==> src/rtl/mdu_iter_if.sv <==
// mdu_iter_if: request/response bundle for the iterative multiply/divide unit.
// Signal names match the unit's port list so the bundle maps one-to-one onto
// the execute-stage wiring.
//   req_*   : request handshake (valid/ready), funct3 op, operands, tag
//   kill_i  : pipeline flush
//   resp_*  : response handshake (valid/ready), result and tag
//   busy_o  : unit not idle
// master = execute stage (requester), slave = mdu_iter.
interface mdu_iter_if #(
  parameter int unsigned XLEN  = 32,
  parameter int unsigned TAG_W = 5
);
  logic              req_valid_i;
  logic              req_ready_o;
  logic [2:0]        req_op_i;
  logic [XLEN-1:0]   req_a_i;
  logic [XLEN-1:0]   req_b_i;
  logic [TAG_W-1:0]  req_tag_i;
  logic              kill_i;
  logic              resp_valid_o;
  logic              resp_ready_i;
  logic [XLEN-1:0]   result_o;
  logic [TAG_W-1:0]  resp_tag_o;
  logic              busy_o;

  modport master (
    output req_valid_i, req_op_i, req_a_i, req_b_i, req_tag_i, kill_i, resp_ready_i,
    input  req_ready_o, resp_valid_o, result_o, resp_tag_o, busy_o
  );

  modport slave (
    input  req_valid_i, req_op_i, req_a_i, req_b_i, req_tag_i, kill_i, resp_ready_i,
    output req_ready_o, resp_valid_o, result_o, resp_tag_o, busy_o
  );
endinterface

==> src/rtl/mdu_iter.sv <==
// mdu_iter: iterative RV32M/RV64M multiply/divide unit.
//   clk_i, rst_ni : clock, asynchronous active-low reset
//   bus (slave)   : request handshake + op/operands/tag, kill, response
//                   handshake + result/tag, busy
// MUL retires MUL_STEP multiplier bits per cycle (XLEN/MUL_STEP cycles),
// DIV retires DIV_STEP quotient bits per cycle (XLEN/DIV_STEP cycles) with a
// restoring algorithm on magnitudes. Divide-by-zero and signed overflow
// complete one cycle after accept.
// Optional macro MDU_EARLY_OUT_EN: multiply finishes as soon as the remaining
// multiplier magnitude bits are zero (at least one iteration).
module mdu_iter #(
  parameter int unsigned XLEN     = 32,
  parameter int unsigned MUL_STEP = 4,
  parameter int unsigned DIV_STEP = 1,
  parameter int unsigned TAG_W    = 5
) (
  input logic     clk_i,
  input logic     rst_ni,
  mdu_iter_if.slave bus
);

  localparam int unsigned NM = XLEN / MUL_STEP;
  localparam int unsigned ND = XLEN / DIV_STEP;
  localparam int unsigned CW = $clog2(XLEN + 1);
  localparam int unsigned W2 = 2 * XLEN;

  typedef enum logic [1:0] {
    ST_IDLE,
    ST_MUL,
    ST_DIV,
    ST_DONE
  } state_e;

  state_e            state_q, state_d;
  logic [CW-1:0]     cnt_q, cnt_d;
  logic [2:0]        op_q, op_d;
  logic [TAG_W-1:0]  tag_q, tag_d;
  logic              neg_q, neg_d;     // product / quotient negation
  logic              sa_q, sa_d;       // dividend sign (remainder sign)
  logic [XLEN-1:0]   result_q, result_d;
  // Shared datapath registers:
  //   MUL: sh = multiplier (shifts right), wide = multiplicand (shifts left),
  //        acc = running product
  //   DIV: sh = dividend shifting out / quotient shifting in,
  //        wide[XLEN-1:0] = divisor, acc[XLEN-1:0] = partial remainder
  logic [XLEN-1:0]   sh_q, sh_d;
  logic [W2-1:0]     wide_q, wide_d;
  logic [W2-1:0]     acc_q, acc_d;

  // ---------------- request decode ----------------
  logic              a_signed, b_signed, sa_in, sb_in;
  logic [XLEN-1:0]   ma_in, mb_in;
  logic              is_div_in, div_zero, div_ovf;
  logic [XLEN-1:0]   special_res;
  logic              accept;

  always_comb begin
    a_signed = bus.req_op_i[2] ? ~bus.req_op_i[0]
                               : (bus.req_op_i[1:0] == 2'b01 || bus.req_op_i[1:0] == 2'b10);
    b_signed = bus.req_op_i[2] ? ~bus.req_op_i[0] : (bus.req_op_i[1:0] == 2'b01);
    sa_in    = a_signed & bus.req_a_i[XLEN-1];
    sb_in    = b_signed & bus.req_b_i[XLEN-1];
    ma_in    = sa_in ? -bus.req_a_i : bus.req_a_i;
    mb_in    = sb_in ? -bus.req_b_i : bus.req_b_i;
    is_div_in = bus.req_op_i[2];
    div_zero = (bus.req_b_i == '0);
    div_ovf  = ~bus.req_op_i[0] && (bus.req_a_i == {1'b1, {(XLEN-1){1'b0}}}) &&
               (bus.req_b_i == '1);
    if (div_zero) begin
      special_res = bus.req_op_i[1] ? bus.req_a_i : '1;
    end else begin
      special_res = bus.req_op_i[1] ? '0 : bus.req_a_i;
    end
  end

  assign bus.req_ready_o  = (state_q == ST_IDLE) && !bus.kill_i;
  assign bus.resp_valid_o = (state_q == ST_DONE);
  assign bus.busy_o       = (state_q != ST_IDLE);
  assign bus.result_o     = result_q;
  assign bus.resp_tag_o   = tag_q;
  assign accept           = bus.req_valid_i && bus.req_ready_o;

  // ---------------- multiply step ----------------
  logic [MUL_STEP-1:0] digit;
  logic [W2-1:0]       partial, acc_sum, prod_fix;
  logic [XLEN-1:0]     sh_rest, mul_res;
  logic                mul_last;

  always_comb begin
    digit    = sh_q[MUL_STEP-1:0];
    partial  = wide_q * {{(W2-MUL_STEP){1'b0}}, digit};
    acc_sum  = acc_q + partial;
    // Sign fix folded into the last iteration so no extra cycle is needed.
    prod_fix = neg_q ? -acc_sum : acc_sum;
    mul_res  = (op_q[1:0] == 2'b00) ? prod_fix[XLEN-1:0] : prod_fix[W2-1:XLEN];
    sh_rest  = sh_q >> MUL_STEP;
`ifdef MDU_EARLY_OUT_EN
    mul_last = (cnt_q == CW'(NM - 1)) || (sh_rest == '0);
`else
    mul_last = (cnt_q == CW'(NM - 1));
`endif
  end

  // ---------------- divide step ----------------
  logic [XLEN:0]   rem_w;
  logic [XLEN-1:0] quo_w, q_fix, r_fix, div_res;
  logic            div_last;

  always_comb begin
    rem_w = {1'b0, acc_q[XLEN-1:0]};
    quo_w = sh_q;
    for (int unsigned i = 0; i < DIV_STEP; i++) begin
      rem_w = {rem_w[XLEN-1:0], quo_w[XLEN-1]};
      quo_w = {quo_w[XLEN-2:0], 1'b0};
      if (rem_w >= {1'b0, wide_q[XLEN-1:0]}) begin
        rem_w    = rem_w - {1'b0, wide_q[XLEN-1:0]};
        quo_w[0] = 1'b1;
      end
    end
    q_fix    = neg_q ? -quo_w : quo_w;
    r_fix    = sa_q ? -rem_w[XLEN-1:0] : rem_w[XLEN-1:0];
    div_res  = op_q[1] ? r_fix : q_fix;
    div_last = (cnt_q == CW'(ND - 1));
  end

  // ---------------- next state ----------------
  always_comb begin
    state_d  = state_q;
    cnt_d    = cnt_q;
    op_d     = op_q;
    tag_d    = tag_q;
    neg_d    = neg_q;
    sa_d     = sa_q;
    result_d = result_q;
    sh_d     = sh_q;
    wide_d   = wide_q;
    acc_d    = acc_q;

    unique case (state_q)
      ST_IDLE: begin
        if (accept) begin
          op_d   = bus.req_op_i;
          tag_d  = bus.req_tag_i;
          neg_d  = sa_in ^ sb_in;
          sa_d   = sa_in;
          cnt_d  = '0;
          acc_d  = '0;
          sh_d   = is_div_in ? ma_in : mb_in;
          wide_d = {{XLEN{1'b0}}, (is_div_in ? mb_in : ma_in)};
          if (is_div_in && (div_zero || div_ovf)) begin
            result_d = special_res;
            state_d  = ST_DONE;
          end else if (is_div_in) begin
            state_d = ST_DIV;
          end else begin
            state_d = ST_MUL;
          end
        end
      end
      ST_MUL: begin
        if (bus.kill_i) begin
          state_d = ST_IDLE;
        end else begin
          acc_d  = acc_sum;
          wide_d = wide_q << MUL_STEP;
          sh_d   = sh_rest;
          cnt_d  = cnt_q + CW'(1);
          if (mul_last) begin
            result_d = mul_res;
            state_d  = ST_DONE;
          end
        end
      end
      ST_DIV: begin
        if (bus.kill_i) begin
          state_d = ST_IDLE;
        end else begin
          acc_d = {{XLEN{1'b0}}, rem_w[XLEN-1:0]};
          sh_d  = quo_w;
          cnt_d = cnt_q + CW'(1);
          if (div_last) begin
            result_d = div_res;
            state_d  = ST_DONE;
          end
        end
      end
      ST_DONE: begin
        // A kill wins over a coincident handshake: the result is dropped.
        if (bus.kill_i || bus.resp_ready_i) begin
          state_d = ST_IDLE;
        end
      end
      default: state_d = ST_IDLE;
    endcase
  end

  always_ff @(posedge clk_i or negedge rst_ni) begin
    if (!rst_ni) begin
      state_q  <= ST_IDLE;
      cnt_q    <= '0;
      op_q     <= '0;
      tag_q    <= '0;
      neg_q    <= 1'b0;
      sa_q     <= 1'b0;
      result_q <= '0;
      sh_q     <= '0;
      wide_q   <= '0;
      acc_q    <= '0;
    end else begin
      state_q  <= state_d;
      cnt_q    <= cnt_d;
      op_q     <= op_d;
      tag_q    <= tag_d;
      neg_q    <= neg_d;
      sa_q     <= sa_d;
      result_q <= result_d;
      sh_q     <= sh_d;
      wide_q   <= wide_d;
      acc_q    <= acc_d;
    end
  end

endmodule

==> src/flat_wrapper.sv <==
// flat-port wrapper written by rule: the top's interface ports become plain ports
module mdu_iter_flat 
#(
  parameter int unsigned XLEN     = 32,
  parameter int unsigned MUL_STEP = 4,
  parameter int unsigned DIV_STEP = 1,
  parameter int unsigned TAG_W    = 5
)
  (clk_i, rst_ni, bus_req_valid_i, bus_req_op_i, bus_req_a_i, bus_req_b_i, bus_req_tag_i, bus_kill_i, bus_resp_ready_i, bus_req_ready_o, bus_resp_valid_o, bus_result_o, bus_resp_tag_o, bus_busy_o);
  mdu_iter_if #(.XLEN(XLEN), .TAG_W(TAG_W)) bus_i ();
  input logic clk_i;
  input logic rst_ni;
  input wire logic [$bits(bus_i.req_valid_i)-1:0] bus_req_valid_i;
  input wire logic [$bits(bus_i.req_op_i)-1:0] bus_req_op_i;
  input wire logic [$bits(bus_i.req_a_i)-1:0] bus_req_a_i;
  input wire logic [$bits(bus_i.req_b_i)-1:0] bus_req_b_i;
  input wire logic [$bits(bus_i.req_tag_i)-1:0] bus_req_tag_i;
  input wire logic [$bits(bus_i.kill_i)-1:0] bus_kill_i;
  input wire logic [$bits(bus_i.resp_ready_i)-1:0] bus_resp_ready_i;
  output wire logic [$bits(bus_i.req_ready_o)-1:0] bus_req_ready_o;
  output wire logic [$bits(bus_i.resp_valid_o)-1:0] bus_resp_valid_o;
  output wire logic [$bits(bus_i.result_o)-1:0] bus_result_o;
  output wire logic [$bits(bus_i.resp_tag_o)-1:0] bus_resp_tag_o;
  output wire logic [$bits(bus_i.busy_o)-1:0] bus_busy_o;
  assign bus_i.req_valid_i = bus_req_valid_i;
  assign bus_i.req_op_i = bus_req_op_i;
  assign bus_i.req_a_i = bus_req_a_i;
  assign bus_i.req_b_i = bus_req_b_i;
  assign bus_i.req_tag_i = bus_req_tag_i;
  assign bus_i.kill_i = bus_kill_i;
  assign bus_i.resp_ready_i = bus_resp_ready_i;
  assign bus_req_ready_o = bus_i.req_ready_o;
  assign bus_resp_valid_o = bus_i.resp_valid_o;
  assign bus_result_o = bus_i.result_o;
  assign bus_resp_tag_o = bus_i.resp_tag_o;
  assign bus_busy_o = bus_i.busy_o;
  mdu_iter #(.XLEN(XLEN), .MUL_STEP(MUL_STEP), .DIV_STEP(DIV_STEP), .TAG_W(TAG_W)) u_core (.clk_i(clk_i), .rst_ni(rst_ni), .bus(bus_i));
endmodule
==> config.mk <==
export PLATFORM = sky130hd
export DESIGN_NAME = mdu_iter_flat
export DESIGN_NICKNAME = d
export VERILOG_FILES = /design/src/rtl/mdu_iter_if.sv /design/src/rtl/mdu_iter.sv /design/src/flat_wrapper.sv
export SDC_FILE = /design/constraint.sdc
export NUM_CORES = 2
export LEC_CHECK = 0
export CORE_MARGIN = 5
export CORE_UTILIZATION = 35
export DETAILED_ROUTE_END_ITERATION = 8
export SETUP_SLACK_MARGIN = 0.4
export SYNTH_ARGS = -nofsm -noshare
export SYNTH_HDL_FRONTEND = slang
export SYNTH_SLANG_ARGS = --single-unit
export TNS_END_PERCENT = 1
==> constraint.sdc <==
create_clock -name clk_i -period 7 [get_ports clk_i]
set_input_delay 0.7 -clock clk_i [delete_from_list [all_inputs] [get_ports clk_i]]
set_output_delay 0.7 -clock clk_i [all_outputs]
set_load 0.01 [all_outputs]
# Yosys cells after proc, flatten, opt, wreduce, memory -nomap -nowiden
# Index checks and enable logic that the tools add are counted.
# Widths: inputs -> output; s select.
[classes]
n_addsub = 8
mul = 1
order_cmp = 1
n_eq_ne = 19
muxes = 46
bitwise = 4
reduce_logical = 23
[ops]
columns = ["op", "count"]
rows = [
  ["$mux 32", 21],
  ["$mux 64", 6],
  ["$pmux 32 s3", 2],
  ["$pmux 64 s3", 1],
  ["$neg 32->32", 4],
  ["$pmux 64 s2", 1],
  ["$add 64x64->64", 1],
  ["$eq 32x32->1 const B", 2],
  ["$mul 64x4->64", 1],
  ["$neg 64->64", 1],
  ["$ge 33x32->1", 1],
  ["$logic_not 32->1", 1],
  ["$sub 32x32->32", 1],
  ["$mux 2", 8],
  ["$mux 6", 2],
  ["$pmux 6 s2", 1],
  ["$ne 2x1->1 const B", 4],
  ["$ne 2x2->1 const B", 4],
  ["$pmux 2 s4", 1],
  ["$reduce_and 4->1", 2],
  ["$reduce_and 7->1", 1],
  ["$add 6x1->6 const B", 1],
  ["$eq 2x2->1 const B", 3],
  ["$eq 6x3->1 const B", 1],
  ["16 further kinds", 31],
]
[totals]
reg_bits = 209
inputBits = 77
output_inout_bits = 40
word_cells = 112

# Depth between registers and ports, before layout
[depth]
ltp_word = 8
depth_mapped = 25
mapped_depth_nobuf = 20

# Least setup slack after synthesis
# OpenSTA, ideal clock, no wires.
[synth_timing]
path_type = "reg2reg"
from = "reg u_core.sh_q[1]"
to = "reg u_core.result_q[24] (netlist: u_core.bus.result_o[24])"
setup_time_ns = 0.145
arrival_time_ns = 6.011
t_required_ns = 6.855
path_slack_ns = 0.844
path_stages_with_launch = 24
n_path_buf = 4
period_less_slack_ns = 6.156
path_cell_list = "dfrtp_1 -> clkbuf_1 -> clkbuf_1 -> clkbuf_1 -> and2_1 -> fa_1 -> fa_1 -> inv_1 -> fa_1 -> inv_1 -> ha_1 -> buf_2 -> a21oi_1 -> o21ai_2 -> or2_0 -> or3_1 -> a222oi_1 -> nand3_2 -> or2_2 -> o31ai_1 -> xnor2_1 -> nor2_1 -> a2111oi_0 -> a221oi_2"
[synth_via]
elab_chain_cells = 8
elab_cells_between_ends = 13
cone_classes = "add/sub (3); mul (1); mux (9)"
[synth_rtl]
columns = ["element", "line", "text"]
rows = [
  ["start: declaration", "mdu_iter.sv:46", "logic [XLEN-1:0] sh_q, sh_d;"],
  ["start signal: assignment", "mdu_iter.sv:206", "sh_q <= '0;"],
  ["start signal: assignment", "mdu_iter.sv:217", "sh_q <= sh_d;"],
  ["$mul 64x4->64", "mdu_iter.sv:91", "partial = wide_q * {{(W2-MUL_STEP){1'b0}}, digit};"],
  ["$add 64x64->64", "mdu_iter.sv:92", "acc_sum = acc_q + partial;"],
  ["$neg 64->64", "mdu_iter.sv:94", "prod_fix = neg_q ? -acc_sum : acc_sum;"],
  ["$mux 64", "mdu_iter.sv:94", ""],
  ["$mux 32", "mdu_iter.sv:95", "mul_res = (op_q[1:0] == 2'b00) ? prod_fix[XLEN-1:0] : prod_fix[W2-1:XLEN];"],
  ["$mux 32", "mdu_iter.sv:168", "if (mul_last) begin"],
  ["$mux 32", "mdu_iter.sv:161", "if (bus.kill_i) begin"],
  ["$pmux 32 s3 (*)", "mdu_iter.sv:139", "unique case (state_q)"],
  ["end signal: assignment", "mdu_iter.sv:216", "result_q <= result_d;"],
  ["end: declaration", "mdu_iter.sv:40", "logic [XLEN-1:0] result_q, result_d;"],
]
# Every way passes the cells marked *; elsewhere a longest branch is shown, timed or not. The select of a mux whose other input is x is not followed.
# A chain may end at the register's enable or synchronous reset.

# Worst setup path in the final report
[layout_timing]
from = "reg u_core.sh_q[3]"
to = "reg u_core.result_q[1] (netlist: u_core.bus.result_o[1])"
[layout_via]
elab_chain_cells = 8
[layout_rtl]
columns = ["element", "line"]
rows = [
  ["$mul 64x4->64 (*)", "mdu_iter.sv:91"],
  ["$add 64x64->64 (*)", "mdu_iter.sv:92"],
  ["$neg 64->64", "mdu_iter.sv:94"],
  ["$mux 64 (*)", "mdu_iter.sv:94"],
  ["$mux 32 (*)", "mdu_iter.sv:95"],
  ["$mux 32 (*)", "mdu_iter.sv:168"],
  ["$mux 32 (*)", "mdu_iter.sv:161"],
  ["$pmux 32 s3 (*)", "mdu_iter.sv:139"],
]
# Marks and branches as above.

==> results.py <==
metrics = {
    "run_status": {
        "outcome": "complete, no violations",
    },
    "worst_setup_path": {
        "critical-path-max-stage-delay_ps": 590,
        "critPathMaxFanout": 11,
        "reg2regPathDepth": 21,
        "cpMostUsedCell": "fa_1",
        "r2r_setup_slack_ps": 500,
        "crit_type": "reg -> reg",
        "crit_required_ps": 7510,
        "worstPathCellList": "buf_12 -> and2_1 -> fa_1 -> fa_1 -> fa_1 -> ha_4 -> buf_4 -> and4_1 -> o211ai_1 -> o21ba_2 -> or4_1 -> a32oi_1 -> buf_4 -> nand4_1 -> buf_6 -> nor4_4 -> nand3_1 -> or3_1 -> a21oi_1 -> o311a_1 -> o22ai_1",
        "reg2reg_from": "u_core.sh_q[3]",
        "critPathCapture": "u_core.bus.result_o[1]",
        "worst_setup_path_start_kind": "flip-flop",
        "r2r-end": "u_core.bus.result_o[1]",
        "cp_data_arrival_time_ps": 7020,
        "cp-end-kind": "flip-flop",
        "cp_slowest_cell": "dfrtp_4",
        "cp-startpoint": "u_core.sh_q[3]",
    },
    "clock_network": {
        "insertion_delay_ps": 640,
        "h-tree-depth": 1,
        "cts_sinks": 209,
        "clockBufferDepth": 3,
        "cts_tree": "done",
        "root_buffer": "clkbuf_16",
        "cts_buffers": 28,
        "postCtsHoldBufs": 0,
        "cts.clk_slew.worst_paths_ps": 60,
    },
    "sta": {
        "max_slew.worst_pin.slew_ps": 1100,
        "setup_tns_ps": 0,
        "report.final.slew_viol_count": 0,
        "min_period_ps": 6500,
        "finalSetupViolations": 0,
        "fmax_ghz": 0.154,
        "hold_violations": 0,
        "slew-limit-headroom_pct": 26.4,
        "period_share_pct": 92.9,
        "rsz0062_at_grt": "true",
        "skew_ps": 73.1,
    },
    "global_routing": {
        "grt_overflow": 0,
        "antenna_found_initial": 3,
        "grt_pass1_wl_mm": 201,
        "track_usage_pct": 28.9,
        "grt_pass1_vias": 30291,
        "grt_start_max_net_pins": 90,
    },
    "yosys": {
        "synthMuxAreaShare_pct": 2.10,
        "async_reset_ff_share_pct": 100,
        "synth-xor-area-share_pct": 5.65,
        "synth_area_leaders": "dfrtp_1 (17%), fa_1 (12%), nand2_1 (5.3%)",
        "synth_top_family_by_area": "compound AO/OA/AOI/OAI gates",
        "synth_simple_gate_area_share_pct": 24.7,
        "ys_seq_area_share_pct": 17.5,
        "synth_fa_ha_area_share_pct": 17.9,
        "synth_flop_cell": "dfrtp_1",
        "syn-cell-area_um2": 29900,
        "synth_nets": 4284,
        "yosys_warnings": 0,
        "netlist-cell-type-count": 119,
        "synth_top_area_cell": "dfrtp_1",
        "syn_area_per_cell_um2": 7.64,
        "syn_inst": 3912,
        "synth_edf_count": 0,
        "ys_seq_elements": 209,
        "synth-compound-area-share_pct": 24.7,
        "synth_top_area_share_pct": 17.5,
    },
    "cells_and_area": {
        "drive_above_1_share_pct": 11.6,
        "nFillCells": 8794,
        "diodes": 0,
        "finalNetCount": 4397,
        "syn2layout_area_growth_pct": 15.7,
    },
    "drt": {
        "wl_per_cell_um": 26.6,
        "drt-total-wl_mm": 138,
        "post-route-drc-count": 0,
        "first_pass_iters": 6,
        "vias": 31592,
        "viasPerCell": 6.09,
        "first_iter_violations": 3723,
        "ant_nets": 0,
    },
    "place": {
        "io_buffers": 116,
        "gp_congestion": 0.991,
        "post-dp-hpwl_mm": 109,
    },
    "floorplan": {
        "core_um2": 85000,
        "ios": 117,
        "die_y_um": 302,
        "initial_core_util_pct": 35.2,
        "rows": 107,
        "fp.dieArea_um2": 91400,
        "die_w_um": 302,
    },
    "job": {
        "maxCapViolations": 0,
    },
    "hold_path": {
        "hp-class": "in -> async",
    },
}
==> per-stage QoR <==
stage                     std cells  worst slack, ps  util [%]  hold WS (ps)  instance area, µm²
after floorplan                3912              844         -           404               29900
after global placement         5118             28.0      38.7           469               32900
after detailed placement       5118             25.8      38.7           463               32900
after CTS                      5168              262      39.9           130               33900
after global routing           5189              315      40.7           132               34600
final                          5189              497      40.7          51.9               34600
==> logic make-up (layout without fill, tap and decap cells) <==
logic type / count (synthesis) / in the layout
buf+inv: 552 / 685
xor+xnor: 192 / 192
flops: 209 / 209
simple gates: 1476 / 1476
fa+ha+maj: 324 / 324
mux: 61 / 61
compound gates: 1098 / 1098
==> repair_timing <==
item                       in CTS  in global routing
setup endpoints to repair      29                 31
gates resized for setup         6                115
pin swaps                       0                 19
buffers inserted                0                 21
==> cell type report <==
cell class,count,area (µm²),area share (%)
clock inverter,14,173,0.499
inverter,306,1150,3.32
multi-input combinational,3151,23000,66.4
sequential,209,5240,15.1
clock buffer,36,781,2.26
tap,1144,1430,4.14
timing repair buffer,329,2860,8.25
==> cell usage after synthesis (all sizes together) (12+ instances only) <==
master	instances
ha	112
and4	18
a31oi	36
o41ai	13
mux2i	47
maj3	29
dfrtp	209
o2111ai	13
o21bai	12
a21o	34
o221ai	40
buf	61
a221oi	25
o211ai	50
a211o	13
xnor2	104
and2	219
xor2	88
clkbuf	184
nor4	38
nor2	336
a211oi	39
inv	301
nand3	112
or2	23
nor3	85
o31ai	45
nand4	67
a21oi	275
fa	183
mux2	14
o22ai	35
and3	27
or3	45
o21a	32
nand2b	18
nand2	424
a22oi	57
or4	25
o21ai	267
==> critical path, delay by kind of cell (launching register included) <==
kind / cells / cell delay [ps]
AOI/OAI and AO/OA: 6 / 1320
adders and majority gates: 4 / 1810
buffers and inverters: 4 / 730
DFF: 1 / 590
and+or+nand+nor: 7 / 1910
==> cell usage in the layout, fill, tap and decap left out, types with 34 or more instances in the layout <==
cell	instances
clkdlybuf4s50_1	114
nand2_1	420
nand4_1	63
fa_1	183
inv_1	300
a31oi_1	34
nor2_1	331
o21ai_0	241
a21oi_1	250
xnor2_1	102
o22ai_1	34
o221ai_1	39
o211ai_1	48
mux2i_1	47
or3_1	44
and2_1	218
dfrtp_1	205
nand3_1	110
o31ai_1	41
a22oi_1	55
ha_1	88
buf_4	201
nor3_1	77
xor2_1	86
==> metal layers <==
layer  up-vias  share of wire, %  track usage, %  wire (µm)
li1      14121                 -               -          -
met1     15379                41            39.5      57100
met2      1736                43            44.6      59400
met3       356               8.6            3.85      11900
met4         0               7.1            15.7       9790
met5         -                 0               0          0
==> sequential cells by signal (all words and copies together) (netlist names) <==
register / cells
u_core.neg_q: 1
u_core.op_q: 2
u_core.acc_q: 64
u_core.bus.result_o: 32
u_core.sh_q: 32
u_core.wide_q: 64
u_core.bus.resp_tag_o: 5
u_core.sa_q: 1
u_core.cnt_q: 6
u_core.state_q: 2
==> how the worst min path moves through the flow <==
stage	to	slack, ps	from	depth (start not counted)
6_report	u_core.cnt_q[1]	50	rst_ni	1
5_1_grt	u_core.cnt_q[1]	130	rst_ni	1
4_1_cts	u_core.bus.resp_tag_o[4]	130	rst_ni	1
3_5_place_dp	u_core.wide_q[63]	460	u_core.wide_q[63]	2
3_3_place_gp	u_core.wide_q[63]	470	u_core.wide_q[63]	2
2_1_floorplan	u_core.acc_q[0]	400	rst_ni	0
Power is not shown: default switching activity piles up to over one toggle a cycle in this logic, so the estimate is an artifact.
